File: src/rtl/router_fifo_if.sv
// Byte-stream handshake between the router register stage / FSM and the output FIFO.
interface router_fifo_if;
   logic       soft_reset;
   logic       write_enb;
   logic       read_enb;
   logic       lfd_state;
   logic [7:0] data_in;
   logic [7:0] data_out;
   logic       full;
   logic       empty;
   logic       pkt_active;

   modport master (
      output soft_reset, write_enb, read_enb, lfd_state, data_in,
      input  data_out, full, empty, pkt_active
   );

   modport slave (
      input  soft_reset, write_enb, read_enb, lfd_state, data_in,
      output data_out, full, empty, pkt_active
   );
endinterface

File: src/rtl/router_fifo.sv
// Router output FIFO: 9-bit entries {header flag, byte}, registered read data and a
// per-packet byte counter that tracks how many bytes of the current packet remain.
module router_fifo #(
   parameter int unsigned DEPTH = 16,
   parameter int unsigned AW    = 4
) (
   input logic         clock,
   input logic         resetn,
   router_fifo_if.slave bus
);

   localparam int unsigned PW = AW + 1;
   localparam int unsigned CW = 7;

   logic [8:0]    mem [DEPTH];

   logic [1:0]    rst_sync_q;
   logic          rst_int_n;

   logic [PW-1:0] wr_ptr_q, wr_ptr_d;
   logic [PW-1:0] rd_ptr_q, rd_ptr_d;
   logic [CW-1:0] cnt_q, cnt_d;
   logic [7:0]    data_out_q, data_out_d;
   logic          pkt_active_q, pkt_active_d;

   logic          full_c, empty_c, do_wr, do_rd;
   logic [8:0]    rd_entry;

   // Assert immediately, release two edges after resetn rises.
   always_ff @(posedge clock or negedge resetn) begin
      if (!resetn) rst_sync_q <= 2'b00;
      else         rst_sync_q <= {rst_sync_q[0], 1'b1};
   end
   assign rst_int_n = rst_sync_q[1];

   assign empty_c  = (wr_ptr_q == rd_ptr_q);
   assign full_c   = (wr_ptr_q[AW] != rd_ptr_q[AW]) &&
                     (wr_ptr_q[AW-1:0] == rd_ptr_q[AW-1:0]);
   assign do_wr    = bus.write_enb && !full_c && !bus.soft_reset;
   assign do_rd    = bus.read_enb && !empty_c && !bus.soft_reset;
   assign rd_entry = mem[rd_ptr_q[AW-1:0]];

   always_comb begin
      wr_ptr_d   = wr_ptr_q;
      rd_ptr_d   = rd_ptr_q;
      cnt_d      = cnt_q;
      data_out_d = data_out_q;
      if (bus.soft_reset) begin
         wr_ptr_d   = '0;
         rd_ptr_d   = '0;
         cnt_d      = '0;
         data_out_d = '0;
      end else begin
         if (do_wr) wr_ptr_d = wr_ptr_q + PW'(1);
         if (do_rd) begin
            rd_ptr_d   = rd_ptr_q + PW'(1);
            data_out_d = rd_entry[7:0];
            // Header carries payload length in [7:2]; +1 accounts for the parity byte.
            if (rd_entry[8])          cnt_d = CW'(rd_entry[7:2]) + CW'(1);
            else if (cnt_q != '0)     cnt_d = cnt_q - CW'(1);
         end
      end
      pkt_active_d = (cnt_d != '0);
   end

   always_ff @(posedge clock or negedge rst_int_n) begin
      if (!rst_int_n) begin
         wr_ptr_q     <= '0;
         rd_ptr_q     <= '0;
         cnt_q        <= '0;
         data_out_q   <= '0;
         pkt_active_q <= 1'b0;
      end else begin
         wr_ptr_q     <= wr_ptr_d;
         rd_ptr_q     <= rd_ptr_d;
         cnt_q        <= cnt_d;
         data_out_q   <= data_out_d;
         pkt_active_q <= pkt_active_d;
      end
   end

   // Storage is never cleared; pointer reset makes old entries unreachable.
   always_ff @(posedge clock) begin
      if (do_wr) mem[wr_ptr_q[AW-1:0]] <= {bus.lfd_state, bus.data_in};
   end

   assign bus.data_out   = data_out_q;
   assign bus.full       = full_c;
   assign bus.empty      = empty_c;
   assign bus.pkt_active = pkt_active_q;

endmodule

File: src/flat_wrapper.sv
// flat-port wrapper written by rule: the top's interface ports become plain ports
module router_fifo_flat 
#(
   parameter int unsigned DEPTH = 16,
   parameter int unsigned AW    = 4
)
  (clock, resetn, bus_soft_reset, bus_write_enb, bus_read_enb, bus_lfd_state, bus_data_in, bus_data_out, bus_full, bus_empty, bus_pkt_active);
  router_fifo_if bus_i ();
  input logic clock;
  input logic resetn;
  input wire logic [$bits(bus_i.soft_reset)-1:0] bus_soft_reset;
  input wire logic [$bits(bus_i.write_enb)-1:0] bus_write_enb;
  input wire logic [$bits(bus_i.read_enb)-1:0] bus_read_enb;
  input wire logic [$bits(bus_i.lfd_state)-1:0] bus_lfd_state;
  input wire logic [$bits(bus_i.data_in)-1:0] bus_data_in;
  output wire logic [$bits(bus_i.data_out)-1:0] bus_data_out;
  output wire logic [$bits(bus_i.full)-1:0] bus_full;
  output wire logic [$bits(bus_i.empty)-1:0] bus_empty;
  output wire logic [$bits(bus_i.pkt_active)-1:0] bus_pkt_active;
  assign bus_i.soft_reset = bus_soft_reset;
  assign bus_i.write_enb = bus_write_enb;
  assign bus_i.read_enb = bus_read_enb;
  assign bus_i.lfd_state = bus_lfd_state;
  assign bus_i.data_in = bus_data_in;
  assign bus_data_out = bus_i.data_out;
  assign bus_full = bus_i.full;
  assign bus_empty = bus_i.empty;
  assign bus_pkt_active = bus_i.pkt_active;
  router_fifo #(.DEPTH(DEPTH), .AW(AW)) u_core (.clock(clock), .resetn(resetn), .bus(bus_i));
endmodule
File: config.mk
export PLATFORM = sky130hd
export DESIGN_NAME = router_fifo_flat
export DESIGN_NICKNAME = d
export VERILOG_FILES = /design/src/rtl/router_fifo_if.sv /design/src/rtl/router_fifo.sv /design/src/flat_wrapper.sv
export SDC_FILE = /design/constraint.sdc
export NUM_CORES = 1
export LEC_CHECK = 0
export CAP_MARGIN = 25
export CORE_AREA = 4 4 153 118
export CTS_CLUSTER_DIAMETER = 100
export DETAILED_ROUTE_END_ITERATION = 10
export DIE_AREA = 0 0 157 122
export SYNTH_ARGS = -nofsm -noshare
export SYNTH_HDL_FRONTEND = slang
export SYNTH_SLANG_ARGS = --single-unit
File: constraint.sdc
create_clock -name clock -period 3.7 [get_ports clock]
set_clock_uncertainty 0.15 [all_clocks]
set_input_delay 0.37 -clock clock [delete_from_list [all_inputs] [get_ports clock]]
set_output_delay 0.37 -clock clock [all_outputs]
set_load 0.005 [all_outputs]
Word level (Yosys, flattened, before mapping)
Memory sizes are Yosys's and may differ from the RTL's.
Cells that the tools add are included.
{"block": "totals", "in_bits": 14, "mem_count": 1, "mem_bits_rw": 144, "romBits": 0, "latch_bits": 0, "register_bits": 28}
{"block": "classes", "order_cmp": 0, "bitwise_logic": 0, "muxes": 12, "shifts": 0, "addsub": 4, "n_eq_ne": 3, "div_mod_pow": 0, "n_reduce_logical": 12, "n_mul": 0}
{"name": "u_core.mem", "words": 16, "width": 9, "read_ports": 1, "rd_ports_with_merged_regs": 0, "wr": 1, "line_no": "router_fifo.sv:15", "rtl": "logic [8:0] mem [DEPTH];"}
{"cell": "2-to-1 mux 7 bit", "n": 4}
{"cell": "2-to-1 mux 5 bit", "n": 4}
{"cell": "2-to-1 mux 8 bit", "n": 2}
{"cell": "nonzero test 7 bit", "n": 2}
{"cell": "adder 5 x 1 -> 5 bit (second input constant)", "n": 2}
{"cell": "adder 6 x 1 -> 7 bit (second input constant)", "n": 1}
{"cell": "subtractor 7 x 1 -> 7 bit (second input constant)", "n": 1}
{"cell": "equality test 5 bit", "n": 1}
{"cell": "logical AND 1 bit", "n": 5}
{"cell": "equality test 4 bit", "n": 1}
{"cell": "nonzero test 2 bit", "n": 2}
{"cell": "logical NOT 1 bit", "n": 3}
{"cell": "2-to-1 mux 1 bit", "n": 2}
{"cell": "!= test 1 bit", "n": 1}

Depth between registers and ports, before layout
{"block": "depth", "word_depth": 7, "mapped_depth": 14, "depth_no_buf": 10}

Worst setup path before layout
Ideal clock, no wire load.
{"block": "synth_path", "path_kind": "register -> register", "from": "register u_core.rd_ptr_q[0]", "to": "register u_core.pkt_active_q (netlist: u_core.bus.pkt_active)", "arrival_ns": 2.792, "path_stages_with_launch": 14, "synth_period_minus_slack_ns": 3.084, "path_slack_ns": 0.616, "setup_time_ns": 0.142, "cell_sequence": "dfrtp_1 > buf_6 > buf_12 > buf_8 > mux4_2 > a22o_1 > a221oi_2 > inv_1 > ha_1 > inv_1 > a21oi_1 > a32o_1 > a2111oi_0 > nand4bb_1"}
{"block": "synth_between", "elab_chain_len": 7, "elab_cells_between_ends": 10, "classes_between": "1 x add/sub; 1 x eq/ne; 3 x mux; 4 x reduce/logical; 1 x memory"}
{"element": "from (decl)", "line_no": "router_fifo.sv:21", "rtl": "logic [PW-1:0] rd_ptr_q, rd_ptr_d;"}
{"element": "from (signal assigned)", "line_no": "router_fifo.sv:75", "rtl": "rd_ptr_q <= rd_ptr_d;"}
{"element": "branches (longest 4 deep; another with memory (16 x 9 bit))"}
{"element": "2-to-1 mux 7 bit (*)", "line_no": "router_fifo.sv:55", "rtl": "if (do_rd) begin"}
{"element": "2-to-1 mux 7 bit (*)", "line_no": "router_fifo.sv:48", "rtl": "if (bus.soft_reset) begin"}
{"element": "nonzero test 7 bit (*)", "line_no": "router_fifo.sv:63", "rtl": "pkt_active_d = (cnt_d != '0);"}
{"element": "named net u_core.pkt_active_d", "line_no": "router_fifo.sv:24", "rtl": "logic pkt_active_q, pkt_active_d;"}
{"element": "to (signal assigned)", "line_no": "router_fifo.sv:78", "rtl": "pkt_active_q <= pkt_active_d;"}
{"element": "to (decl)", "line_no": "router_fifo.sv:24"}
Mark *: on every way through the listed nets, which the timed path passes.
A chain may end at the register's enable or synchronous reset.

Worst setup path after layout
Ends and elaborated chain as after synthesis.

==> impl_metrics.toml <==
[global_route]
antenna_found_initial = 0
gr-usage-all-layers = 0.182
grt_pass1_wl_um = 24800
grt_overflow_total = 0
grt_pass1_vias = 4052
grt_max_degree = 31

[floorplanning]
die_w_um = 157
ios = 25
dieArea_sq_um = 19200
die_h_um = 122
start_util = 0.442
core_sq_um = 16600
rows = 41

[layout]
final_layout_size_suffix_gt1_frac = 0.192
layout.nets = 505
nFillCells = 1350
antenna_cells = 0
area_growth_pct = 16.1

[clock_tree]
htree_num_levels = 4
clkSinkCount = 172
clockBufferDepth = 2
post_cts_buffers = 0
cts_tree = "yes"
path_clk_slew_ps = 70
numCtsBuffers = 17
cts_root_buf = "clkbuf_16"
insertion_delay_ps = 430

[logic_synthesis]
syn_inst = 435
synth-main-ff-cell = "edfxtp_1"
synth_edf_count = 144
netlist_top_cells_count = "144 x edfxtp_1, 28 x dfrtp_1, 28 x nand2_1"
ys_types = 61
ys_seq_elements = 172
ys_seq_area_frac = 0.687
syn_avg_cell_area_sq_um = 16.8
yosysMostFrequentCell = "edfxtp_1"
syn_area_sq_um = 7320
synthesis.nets = 457
synth_area_leaders = "edfxtp_1 59%, dfrtp_1 9.6%, mux4_2 8.3%, mux4_1 2.9%, nand2_1 1.4%"
yosysTopAreaCell = "edfxtp_1"
synth_top_area_share = 0.591
yosys_warnings = 0
async_flop_share = 0.163

[critical_path]
crit_type = "flip-flop to flip-flop"
path_buf_inv = 2
start_kind = "flip-flop"
crit_slowest_cell = "dfrtp_4"
worst_ep_required_time_ps = 3840
crit_fanout = 16
crit_arrival_ps = 3510
critPathTopFamily = "compound AO/OA/AOI/OAI gates"
end_kind = "flip-flop"
slowest_delay_ps = 590
worstPathCellList = "buf_4 > mux4_2 > a22oi_1 > nand2_1 > ha_1 > inv_1 > a21oi_1 > a32o_1 > a2111oi_0 > nand4bb_1"

[routing]
wl_per_cell_um = 23.1
m1WireLength_um = 7370
num_vias = 4106
drtIter0Drc = 400
wl_met2_um = 7720
firstDrtPassIters = 5
top_layer = "met4"
drcViolationCount = 0
routed_via_density = 5.77
drt_wl_total_um = 16400
wl_met3_um = 991
ant_nets = 0

[status]
outcome = "finished, final reports clean"

[sta]
setup_viol = 0
timing.fmax_ghz = 0.297
holdWs_ps = 130
period_minus_slack_ps = 3370
hold_viol = 0
fin_ws_ps = 332
worstMarginPinSlew_ps = 737
slew_headroom = 0.508
min_period_over_period = 0.910
slew_violations = 0
rsz0062_at_grt = "false"
tns_ps = 0

[placement]
gp_congestion = 0.890
hpwl_um = 10800
dp_slack_ps = 244
port_buffers = 24

[pwr]
power_mw = 4.78
p_leak_nw = 2.96
ir_drop_mv = 0.351
power_density_nw_per_um2 = 563

[flow_run]
maxCapViolations = 0

[min_path]
holdCritPathClass = "flip-flop to async pin"
## power by group
group,switching [mW],internal (mW)
Sequential,0.0767,2.16
Combinational,0.440,0.395
Clock,0.768,0.941
## repair_timing
item,CTS,global route
hold endpoints to repair,7,0
hold buffers,2,0
setup endpoints to repair,0,1
resized for setup,0,1
## final timing paths
check / from / cells past startpoint / endpoint / slack [ps]
max in group asynchronous: u_core.rst_sync_q[1]$_DFF_PN0_ / 1 / u_core.bus.data_out[6]$_DFFE_PN0P_ / 2600
worst min-delay path: u_core.rst_sync_q[1]$_DFF_PN0_ / 1 / u_core.wr_ptr_q[2]$_DFFE_PN0P_ / 130
min in group clock: u_core.rst_sync_q[0]$_DFF_PN0_ / 0 / u_core.rst_sync_q[1]$_DFF_PN0_ / 210
worst min register to register: u_core.rst_sync_q[1]$_DFF_PN0_ / 1 / u_core.wr_ptr_q[2]$_DFFE_PN0P_ / 130
worst max register to register: u_core.rd_ptr_q[0]$_DFFE_PN0P_ / 10 / u_core.bus.pkt_active$_DFF_PN0_ / 330
worst max-delay path: u_core.rd_ptr_q[0]$_DFFE_PN0P_ / 10 / u_core.bus.pkt_active$_DFF_PN0_ / 330
## stage by stage
step / utilization / std cells / area (sq um)
2_1_floorplan: - / 435 / 7320
3_3_place_gp: 0.476 / 676 / 7880
3_5_place_dp: 0.477 / 677 / 7910
4_1_cts: 0.513 / 711 / 8500
5_1_grt: 0.513 / 711 / 8500
6_report: 0.513 / 711 / 8500
## layout by cell type (no fill, tap or decap), types with 10 or more instances in the layout
cell type        synthesis  routed
inv_1                   11      11
edfxtp_1               144     144
nand2_1                 28      28
buf_4                    2      25
and3_1                  15      15
nor2_1                  20      20
clkdlybuf4s50_1          0      24
dfrtp_1                 28      26
clkbuf_16                0      17
mux4_2                  27      27
a21oi_1                 10      10
## logic make-up after synthesis
kind of cell | count (synthesis) | synth area share
DFF | 172 | 0.687
buffers and inverters | 35 | 0.0268
xor gates and xnor gates | 15 | 0.0180
and+or+nand+nor | 112 | 0.0805
AOI/OAI and AO/OA | 49 | 0.0506
muxes | 43 | 0.123
other | 1 | 0.000513
adders and majority gates | 8 | 0.0137
## layout make-up
cell class	instances	area [sq um]	share of cell area
multi-input combinational	228	2110	0.248
sequential	172	5030	0.592
clock inverter	14	139	0.0163
timing repair buffer	52	475	0.0559
clock buffer	18	429	0.0505
inverter	12	45.0	0.00530
tap	215	269	0.0317
## routing by layer
metal,track usage,up-vias
met5,0,-
met4,0.0721,0
met3,0.0415,22
met2,0.268,142
met1,0.263,2118
li1,-,1824
## flip-flops by register name, summed over array words and instances, names as in the netlist
signal / count
u_core.bus.data_out: 8
u_core.bus.pkt_active: 1
u_core.cnt_q: 7
u_core.mem: 144
u_core.rd_ptr_q: 5
u_core.rst_sync_q: 2
u_core.wr_ptr_q: 5
## worst reg2reg max path: stages (launching register included)
cell,delay (ps)
dfrtp_4,590
buf_4,320
mux4_2,540
a22oi_1,300
nand2_1,160
ha_1,210
inv_1,120
a21oi_1,60
a32o_1,290
a2111oi_0,360
nand4bb_1,140
Power figures use the tool's default switching activity.
